## src/rtl/retry_pkg.sv

```systemverilog
// Shared types and defaults for the link-layer local retry state machine.
package retry_pkg;

  localparam int unsigned LRSM_NUM_W = 5;
  localparam int unsigned LRSM_TMO_W = 13;
  localparam logic [3:0]  LRSM_PL_ACTIVE = 4'h1;

  typedef enum logic [3:0] {
    ST_NORMAL     = 4'd0,
    ST_LLRREQ     = 4'd1,
    ST_IDLE       = 4'd2,
    ST_PHY_REINIT = 4'd3,
    ST_ABORT      = 4'd4
  } lrsm_state_e;

endpackage

```

## src/rtl/retry_timeout_cnt.sv

```systemverilog
// Saturating retry timeout counter with clear and a registered "== limit" flag.
module retry_timeout_cnt #(
  parameter int unsigned W = 13
) (
  input  logic         clk_i,
  input  logic         rst_i,
  input  logic         clr_i,
  input  logic         inc_i,
  input  logic [W-1:0] limit_i,
  output logic         at_limit_o
);

  logic [W-1:0] cnt_q, cnt_d;
  logic         at_limit_q;

  always_comb begin
    cnt_d = cnt_q;
    if (clr_i) begin
      cnt_d = '0;
    end else if (inc_i && !(&cnt_q)) begin
      cnt_d = cnt_q + W'(1);
    end
  end

  // Flag tracks the value the counter holds after this edge.
  always_ff @(posedge clk_i) begin
    if (rst_i) begin
      cnt_q      <= '0;
      at_limit_q <= 1'b0;
    end else begin
      cnt_q      <= cnt_d;
      at_limit_q <= (cnt_d == limit_i);
    end
  end

  assign at_limit_o = at_limit_q;

endmodule

```

## src/rtl/retry_lrsm.sv

```systemverilog
// Local Retry State Machine: sequences RETRY.Req, timeout re-requests,
// physical-layer re-init escalation and terminal link failure.
module retry_lrsm_ctrl
  import retry_pkg::*;
#(
  parameter int unsigned NUM_W     = LRSM_NUM_W,
  parameter int unsigned TMO_W     = LRSM_TMO_W,
  parameter logic [3:0]  PL_ACTIVE = LRSM_PL_ACTIVE
) (
  input  logic             i_clk,
  input  logic             i_rst,
  input  logic             i_pl_lnk_up,
  input  logic [3:0]       i_pl_state_sts,
  input  logic             unpacker_valid_sig,
  input  logic             unpacker_valid_crc,
  input  logic             unpacker_ack_seq_flag,
  input  logic             controller_req_sent_flag,
  input  logic             controller_inc_time_out_retry,
  input  logic [NUM_W-1:0] i_register_file_retry_threshold,
  input  logic [NUM_W-1:0] i_register_file_reinit_threshold,
  input  logic [TMO_W-1:0] i_register_file_retry_timeout_max_transfers,
  output logic             retry_send_req_seq,
  output logic             retry_phy_reinit_req,
  output logic             retry_link_failure_sig,
  output logic             retry_stop_read,
  output logic             retry_exist_retry_state,
  output logic [NUM_W-1:0] retry_num_retry,
  output logic [NUM_W-1:0] retry_num_phy_reinit,
  output logic             Retry_Threshold_hit,
  output logic             REINIT_Threshold_hit,
  output logic [3:0]       LRSM
);

  lrsm_state_e      state_q, state_d;
  logic [NUM_W-1:0] num_retry_q, num_retry_d;
  logic [NUM_W-1:0] num_reinit_q, num_reinit_d;
  logic             down_seen_q, down_seen_d;
  logic             req_q, req_d;
  logic             phy_q, phy_d;
  logic             fail_q, fail_d;
  logic             stop_q, stop_d;
  logic             exist_q, exist_d;
  logic             rth_q, rth_d;
  logic             ith_q, ith_d;
  logic             tmo_clr;
  logic             tmo_inc;
  logic             tmo_hit;
  logic             crc_err;
  logic             retry_at_thr;

  assign crc_err      = unpacker_valid_sig & ~unpacker_valid_crc;
  assign retry_at_thr = (num_retry_q == i_register_file_retry_threshold);
  assign tmo_inc      = (state_q == ST_IDLE) & controller_inc_time_out_retry;

  retry_timeout_cnt #(
    .W (TMO_W)
  ) u_tmo (
    .clk_i      (i_clk),
    .rst_i      (i_rst),
    .clr_i      (tmo_clr),
    .inc_i      (tmo_inc),
    .limit_i    (i_register_file_retry_timeout_max_transfers),
    .at_limit_o (tmo_hit)
  );

  // Next-state, counter updates and threshold pulses.
  always_comb begin
    state_d      = state_q;
    num_retry_d  = num_retry_q;
    num_reinit_d = num_reinit_q;
    down_seen_d  = down_seen_q;
    rth_d        = 1'b0;
    ith_d        = 1'b0;
    tmo_clr      = 1'b0;
    case (state_q)
      ST_NORMAL: begin
        if (crc_err) state_d = ST_LLRREQ;
      end
      ST_LLRREQ: begin
        if (retry_at_thr && (num_reinit_q == i_register_file_reinit_threshold)) begin
          state_d = ST_ABORT;
          ith_d   = 1'b1;
        end else if (retry_at_thr) begin
          state_d      = ST_PHY_REINIT;
          rth_d        = 1'b1;
          num_retry_d  = '0;
          num_reinit_d = (&num_reinit_q) ? num_reinit_q : num_reinit_q + NUM_W'(1);
          down_seen_d  = 1'b0;
        end else if (controller_req_sent_flag) begin
          state_d     = ST_IDLE;
          tmo_clr     = 1'b1;
          num_retry_d = (&num_retry_q) ? num_retry_q : num_retry_q + NUM_W'(1);
        end
      end
      ST_IDLE: begin
        if (unpacker_ack_seq_flag) begin
          state_d      = ST_NORMAL;
          num_retry_d  = '0;
          num_reinit_d = '0;
        end else if (tmo_hit) begin
          state_d = ST_LLRREQ;
        end
      end
      ST_PHY_REINIT: begin
        // Exit only after a link drop followed by a return to Active.
        if (!i_pl_lnk_up) begin
          down_seen_d = 1'b1;
        end else if (down_seen_q && (i_pl_state_sts == PL_ACTIVE)) begin
          state_d = ST_LLRREQ;
        end
      end
      ST_ABORT: begin
        state_d = ST_ABORT;
      end
      default: begin
        state_d = ST_NORMAL;
      end
    endcase
  end

  // Outputs are decoded from next-state values so they register alongside the state.
  always_comb begin
    req_d   = (state_d == ST_LLRREQ) && (num_retry_d != i_register_file_retry_threshold);
    phy_d   = (state_d == ST_PHY_REINIT);
    fail_d  = (state_d == ST_ABORT);
    stop_d  = (state_d == ST_LLRREQ) || (state_d == ST_IDLE) || (state_d == ST_PHY_REINIT);
    exist_d = (state_d != ST_NORMAL);
  end

  always_ff @(posedge i_clk) begin
    if (i_rst) begin
      state_q      <= ST_NORMAL;
      num_retry_q  <= '0;
      num_reinit_q <= '0;
      down_seen_q  <= 1'b0;
      req_q        <= 1'b0;
      phy_q        <= 1'b0;
      fail_q       <= 1'b0;
      stop_q       <= 1'b0;
      exist_q      <= 1'b0;
      rth_q        <= 1'b0;
      ith_q        <= 1'b0;
    end else begin
      state_q      <= state_d;
      num_retry_q  <= num_retry_d;
      num_reinit_q <= num_reinit_d;
      down_seen_q  <= down_seen_d;
      req_q        <= req_d;
      phy_q        <= phy_d;
      fail_q       <= fail_d;
      stop_q       <= stop_d;
      exist_q      <= exist_d;
      rth_q        <= rth_d;
      ith_q        <= ith_d;
    end
  end

  assign retry_send_req_seq      = req_q;
  assign retry_phy_reinit_req    = phy_q;
  assign retry_link_failure_sig  = fail_q;
  assign retry_stop_read         = stop_q;
  assign retry_exist_retry_state = exist_q;
  assign retry_num_retry         = num_retry_q;
  assign retry_num_phy_reinit    = num_reinit_q;
  assign Retry_Threshold_hit     = rth_q;
  assign REINIT_Threshold_hit    = ith_q;
  assign LRSM                    = 4'(state_q);

endmodule

```

## config.mk

```make
export PLATFORM = sky130hd
export DESIGN_NAME = retry_lrsm_ctrl
export DESIGN_NICKNAME = d
export VERILOG_FILES = /design/src/rtl/retry_pkg.sv /design/src/rtl/retry_timeout_cnt.sv /design/src/rtl/retry_lrsm.sv
export SDC_FILE = /design/constraint.sdc
export NUM_CORES = 1
export LEC_CHECK = 0
export CORE_UTILIZATION = 34
export DETAILED_ROUTE_END_ITERATION = 12
export PLACE_DENSITY = 0.7
export RECOVER_POWER = 50
export SLEW_MARGIN = 0
export SYNTH_ARGS = -nofsm -noshare
export SYNTH_HDL_FRONTEND = slang
export SYNTH_SLANG_ARGS = --single-unit
```

## constraint.sdc

```tcl
create_clock -name i_clk -period 3.8 [get_ports i_clk]
set_clock_uncertainty 0.1 [all_clocks]
set_input_delay 0.76 -clock i_clk [delete_from_list [all_inputs] [get_ports i_clk]]
set_output_delay 0.76 -clock i_clk [all_outputs]
set_load 0.005 [all_outputs]
```

* Yosys cells after proc, flatten, opt, wreduce, memory -nomap -nowiden
Cells that the tools add are included.
Widths: inputs -> output; s select.
** Storage, ports and cells
- Register bits :: 36
- Bits of input ports :: 35
- Output and inout port bits :: 21
- Word-level logic and storage cells :: 88
** Operators by class
- $add $sub $neg :: 3
- Equality and inequality tests :: 18
- Mux-type cells :: 32
- Bitwise gates (word level) :: 4
- Reduce and logical (&&, ||, !) cells :: 18
** Operators by type and width (number)
- $mux 5 :: 9
- $mux 4 :: 8
- $mux 13 :: 2
- $pmux 4 s5 :: 1
- $pmux 5 s2 :: 2
- $eq 4x2->1 const B :: 4
- $reduce_and 5->1 :: 3
- $add 13x1->13 const B :: 1
- $eq 13x13->1 :: 1
- $reduce_and 13->1 :: 1
- $eq 4x1->1 const B :: 3
- $add 5x1->5 const B :: 2
- $eq 5x5->1 :: 2
- $ne 2x2->1 const B :: 5
- $mux 1 :: 9
- $eq 4x3->1 const B :: 2
- $ne 5x5->1 :: 1
- $logic_and 1x1->1 :: 4
- $logic_not 4->1 :: 1
- $reduce_and 4->1 :: 1
- $reduce_bool 2->1 :: 2
- $reduce_bool 4->1 :: 1
- $reduce_or 3->1 :: 1
- $and 1x1->1 :: 2
- 5 further kinds :: 7

* Longest topological paths before layout
- Depth after elaboration :: 8
- Depth in mapped cells :: 9
- Mapped depth without buffers :: 9

* Hierarchy
A second synthesis with hierarchy kept.
** Unflattened totals
- Cell total of the unflattened synthesis :: 281
- Area total of the unflattened synthesis :: 2381.0 sq um
** By module, submodules not included
- retry_lrsm_ctrl :: instances 1, cells each 161, area an instance 1372.6 sq um, seq. area each 440.4 sq um
- retry_timeout_cnt :: instances 1, cells each 120, area an instance 1008.5 sq um, seq. area each 280.3 sq um

* Worst setup path before layout
Ideal clock, no wire load.
- Path kind :: input-to-reg
- Start :: input i_register_file_retry_threshold[4]
- End :: register exist_q (netlist: retry_exist_retry_state)
- Library setup time :: 0.058 ns
- Arrival time :: 2.291 ns
- Data required time :: 3.642 ns
- Path slack :: 1.351 ns
- Stages :: 6
- Path buffers :: 0
- Path through :: xor2_1 > nor3_4 > nand4_1 > or3b_1 > a2111oi_2 > or3_1
** On the way
- Word-level cells in the longest chain between the ends :: 5
- Elaborated cells between the ends (all ways) :: 6
- Classes of those cells :: eq/ne: 1; mux: 3; reduce/logical: 2
** Ends and longest elaborated chain
- from (decl) :: line retry_lrsm.sv:19 : input logic [NUM_W-1:0] i_register_file_retry_threshold,
- $eq 5x5->1 * :: line retry_lrsm.sv:52 : assign retry_at_thr = (num_retry_q == i_register_file_retry_threshold);
- $mux 4 / $logic_and 1x1->1 (equally long branches) :: line retry_lrsm.sv:83, retry_lrsm.sv:80
- $mux 4 * :: line retry_lrsm.sv:80 : if (retry_at_thr && (num_reinit_q == i_register_file_reinit_threshold)) begin
- $pmux 4 s5 * :: line retry_lrsm.sv:75 : case (state_q)
- $reduce_bool 4->1 * :: line retry_lrsm.sv:127 : exist_d = (state_d != ST_NORMAL);
- to (signal assigned) :: line retry_lrsm.sv:152 : exist_q <= exist_d;
- to (decl) :: line retry_lrsm.sv:42 : logic exist_q, exist_d;
Mark *: on every way between the ends. The rest lies on a longest branch, timed or not.
A chain may end at the register's enable or synchronous reset.

* Worst setup path after layout
- Start :: input i_register_file_retry_threshold[0]
- End :: register exist_q (netlist: retry_exist_retry_state)
Same word-level chain as after synthesis.

==> run summary <==
On the critical path the largest part of the delay comes from simple AND/OR/NAND/NOR gates. The pre-antenna-repair detailed-routing pass consisted of 4 iterations. The critical-path cell with the highest stage delay is dlygate4sd3_1.

The floorplan has 28 rows. Net switching is between 20% and 30% of the power. The via count of the first global-routing pass is 1995.

The power per unit of standard cell area came out at 259 nW/um^2. The startpoint class of the critical path is an input pin. Synthesis inferred 36 register bits. Once routing completed, OpenROAD measured the worst setup slack at 761 ps. The clock reaches the later pin of the worst-skew pair after ~290 ps. The worst setup path is captured at a flip-flop. In this run the deepest clock path goes through 2 buffers. The signal on the critical path passes through dlygate4sd3_1, xor2_1, nor3_4, and2_0, o21ai_0, a221oi_1, a21oi_1, nor2_1, or3_1. The synthesis-to-layout area growth came out at 32.6%.

The combinational share of power is about an eighth. The upper clock frequency limit came out at 329 MHz. The number of antenna violations at the first check in global routing is 0.

The length of routed met3 wiring came out at 404 um. The fraction of final layout cells with drive strength greater than 1 is 8.41%. The number of flops mapped to enable cells by yosys is 0.

The most critical setup path has its startpoint at i_register_file_retry_threshold[0]. The total power draw is ~0.75 mW. The data required time at the worst endpoint is 3880 ps. The synthesized design spends more area on one cell type than any other, namely dfxtp_1. The synthesized net count is ~300. At the pin with the least slew margin, the transition time is between 700 and 800 ps.

Setup repair after global routing left no endpoint under its margin. The async set-or-reset flop fraction in the synthesized netlist came out at 0%. The fraction of the yosys area taken by sequential cells is 32.8%. In this run the mean area of a mapped cell was 8.39 sq um.

The number of gates resized after cts came out at 0. The count of buffers from port buffering is 55. The core footprint is 6060 sq um. The endpoint identified for the worst register-to-register timing path is u_tmo.at_limit_o. The number of cells produced by synthesis is between 200 and 300. The repair_antennas step left the layout with diodes totalling 0. The switching power of the nets came out at 0.179 mW. The area fraction of the dominant cell type after synthesis came out at 32.8%. Counting buffers and inverters, the worst setup path is 9 cells deep. Yosys mapped the design onto 61 distinct sky130hd cell types. The area of the die came out at ~6800 sq um. The start-to-end type of the worst setup path is in2reg. The top cell types in the final layout, fill and taps aside, are dfxtp_1, nor2_1, clkdlybuf4s50_1. Of all nets on the critical path, the largest fanout is 7.

The number of slew-limit violations in the final report is 0. The run finished with clean final reports. The CTS clock-pin slew for the worst setup and hold paths came out at around 70 ps. The number of violations of the max-capacitance limit came out at 0. The final layout net count came out at 359.

The reg-to-reg critical path startpoint is LRSM[1]. The global routing usage summed across all routing layers came out at between 10% and 20%. The depth of the worst hold-timing path came out at 2. The worst slack at placement came out at 627 ps. The wire length the detailed router placed on met1 came out at 2530 um. By area the synthesized netlist is led by dfxtp_1, nor2_1, xor2_1, xnor2_1, nand2_1. Routed signal wires occupy layers up through met4.

The cell area after synthesis came out at around 2200 sq um. The remaining number of nets flagged by the antenna check after routing came out at 0. The tightest hold margin is 400 ps. Setup violations remaining at the end of the flow were counted as 0. For this run, the leading register cell type out of synthesis is dfxtp_1. The first routing iteration left 127 violations. The total CTS buffers came out at 5.

The clock share of power came out at 37.4%. The maximum number of pins on one net before global-route repair came out at 19. The startpoint of the tightest hold check path is down_seen_q.

Hold repair after CTS inserted 0 buffers. The congestion estimate from routability-driven global placement came to about 0.87. The largest vdd supply drop is between 150 and 200 uV. The min-delay analysis places its worst path in the category reg2reg. Clock tree synthesis selected as its root buffer the cell clkbuf_8. The number of buffers and inverters on the critical path is 1. For this run, the number of standard cells in the final layout without fillers is 396.

The initial cell density of the core is 36.3%. The die is 82.4 um tall. The floorplan die width came out at roughly 80 um. The total number of vias came out at 2147. The hold violation total from the final report came out at 0. The relative slew slack came out at 48.8%. The Yosys step of the flow raised 0 warnings.

In the finished design, the share of the clock period the worst path needs comes to between 70% and 80%. The via density per instance is ~5.4. The met2 wire length came out at 2480 um. The first global-routing pass estimated 9280 um of wire.

The post-detailed-placement half-perimeter wirelength came out at 4330 um. The wire length per cell came out at 14.0 um. The H-tree level count came out at 2. The post-route DRC violation count came out at 0. Setup total negative slack on the finished layout was measured at 0 ps. The internal power of the cells totals about 0.57 mW. The boundary pin count is 56.

The worst reg2reg path depth is 8. The reg-to-reg setup timing slack is between 1000 and 1500 ps. The worst hold path terminates at down_seen_q. Data on the critical path arrives at its endpoint at 3120 ps.

The cell count after placement came out at between 300 and 400. The maximum single-stage delay on the critical path came out at just under 600 ps. TritonCTS built the clock tree. The final layout contains routed wiring with a total length of 5540 um. The final critical delay including setup and external delays is 3040 ps. The static leakage power came out at 1.07 nW. The post-CTS setup buffer count is 0. The share of total power dissipated in sequential elements is 50.9%.

The final global-route overflow total came out at 0. Clock tree synthesis found a total of 36 sinks.
==> flip-flops by register name (all words and copies together) (netlist names) <==
| register | cells |
|---|---|
| u_tmo.at_limit_o | 1 |
| REINIT_Threshold_hit | 1 |
| retry_exist_retry_state | 1 |
| retry_link_failure_sig | 1 |
| retry_num_retry | 5 |
| u_tmo.cnt_q | 13 |
| retry_num_phy_reinit | 5 |
| retry_phy_reinit_req | 1 |
| retry_stop_read | 1 |
| down_seen_q | 1 |
| retry_send_req_seq | 1 |
| LRSM | 4 |
| Retry_Threshold_hit | 1 |
==> final cells by class <==
cell class	count	area, sq um
sequential	36	721
multi-input combinational	215	1430
clock buffer	6	82.6
timing repair buffer	57	562
clock inverter	2	10.0
fill	589	3150
inverter	5	18.8
tap	75	93.8
==> power groups by stage <==
stage / sequential (mW) / clock (mW) / combinational [mW]
global route: 0.384 / 0.308 / 0.0967
global placement: 0.392 / 0 / 0.0893
floorplan: 0.392 / 0 / 0.0356
CTS: 0.384 / 0.288 / 0.0905
finish: 0.384 / 0.282 / 0.0883
detailed placement: 0.393 / 0 / 0.0900
==> cells by family (layout without fill, tap and decap cells) <==
group,Yosys count,count (layout),synth area share (%)
AO/OA/AOI/OAI,52,52,17.2
XOR/XNOR,24,24,9.56
adder cells (fa/ha/maj),4,4,2.28
buffers and inverters,11,70,2.33
flip-flops,36,36,32.8
multiplexers,6,6,2.90
other,1,1,0.171
AND/OR/NAND/NOR,128,128,32.7
==> metrics by stage <==
step	utilization, %	cell area (sq um)
after floorplan	-	2200
after global placement	46.6	2830
after detailed placement	46.6	2830
after CTS	48.1	2920
after global routing	48.1	2910
final	48.1	2910
==> synthesized netlist by cell type, types with 6 or more instances <==
library cell and instances:
a21oi_1 10, o21ai_0 11, nor2_1 36, dfxtp_1 36, xor2_1 14, xnor2_1 10, nand2_1 19, and3_1 6
nor3_1 8, nand3_1 10
==> worst max-delay path by stage <==
stage | end
floorplan | retry_exist_retry_state
global placement | retry_exist_retry_state
detailed placement | retry_exist_retry_state
CTS | retry_exist_retry_state
global route | u_tmo.cnt_q[5]
finish | retry_exist_retry_state
==> layer usage <==
| metal | track usage [%] | vias up |
|---|---|---|
| li1 | - | 1074 |
| met1 | 24.0 | 985 |
| met2 | 28.5 | 78 |
| met3 | 4.40 | 10 |
| met4 | 7.02 | 0 |
| met5 | 0 | - |
==> worst register-to-register path, cell delays in order (launching register included) <==
cell and delay, ps:
dfxtp_1 470, nor4b_4 590, and2_4 310, nand3_1 100
xnor2_1 230, mux2i_1 220, and4_1 210, nand4_1 100
nor3_2 230
No activity file was read; power rests on OpenSTA's default activity.
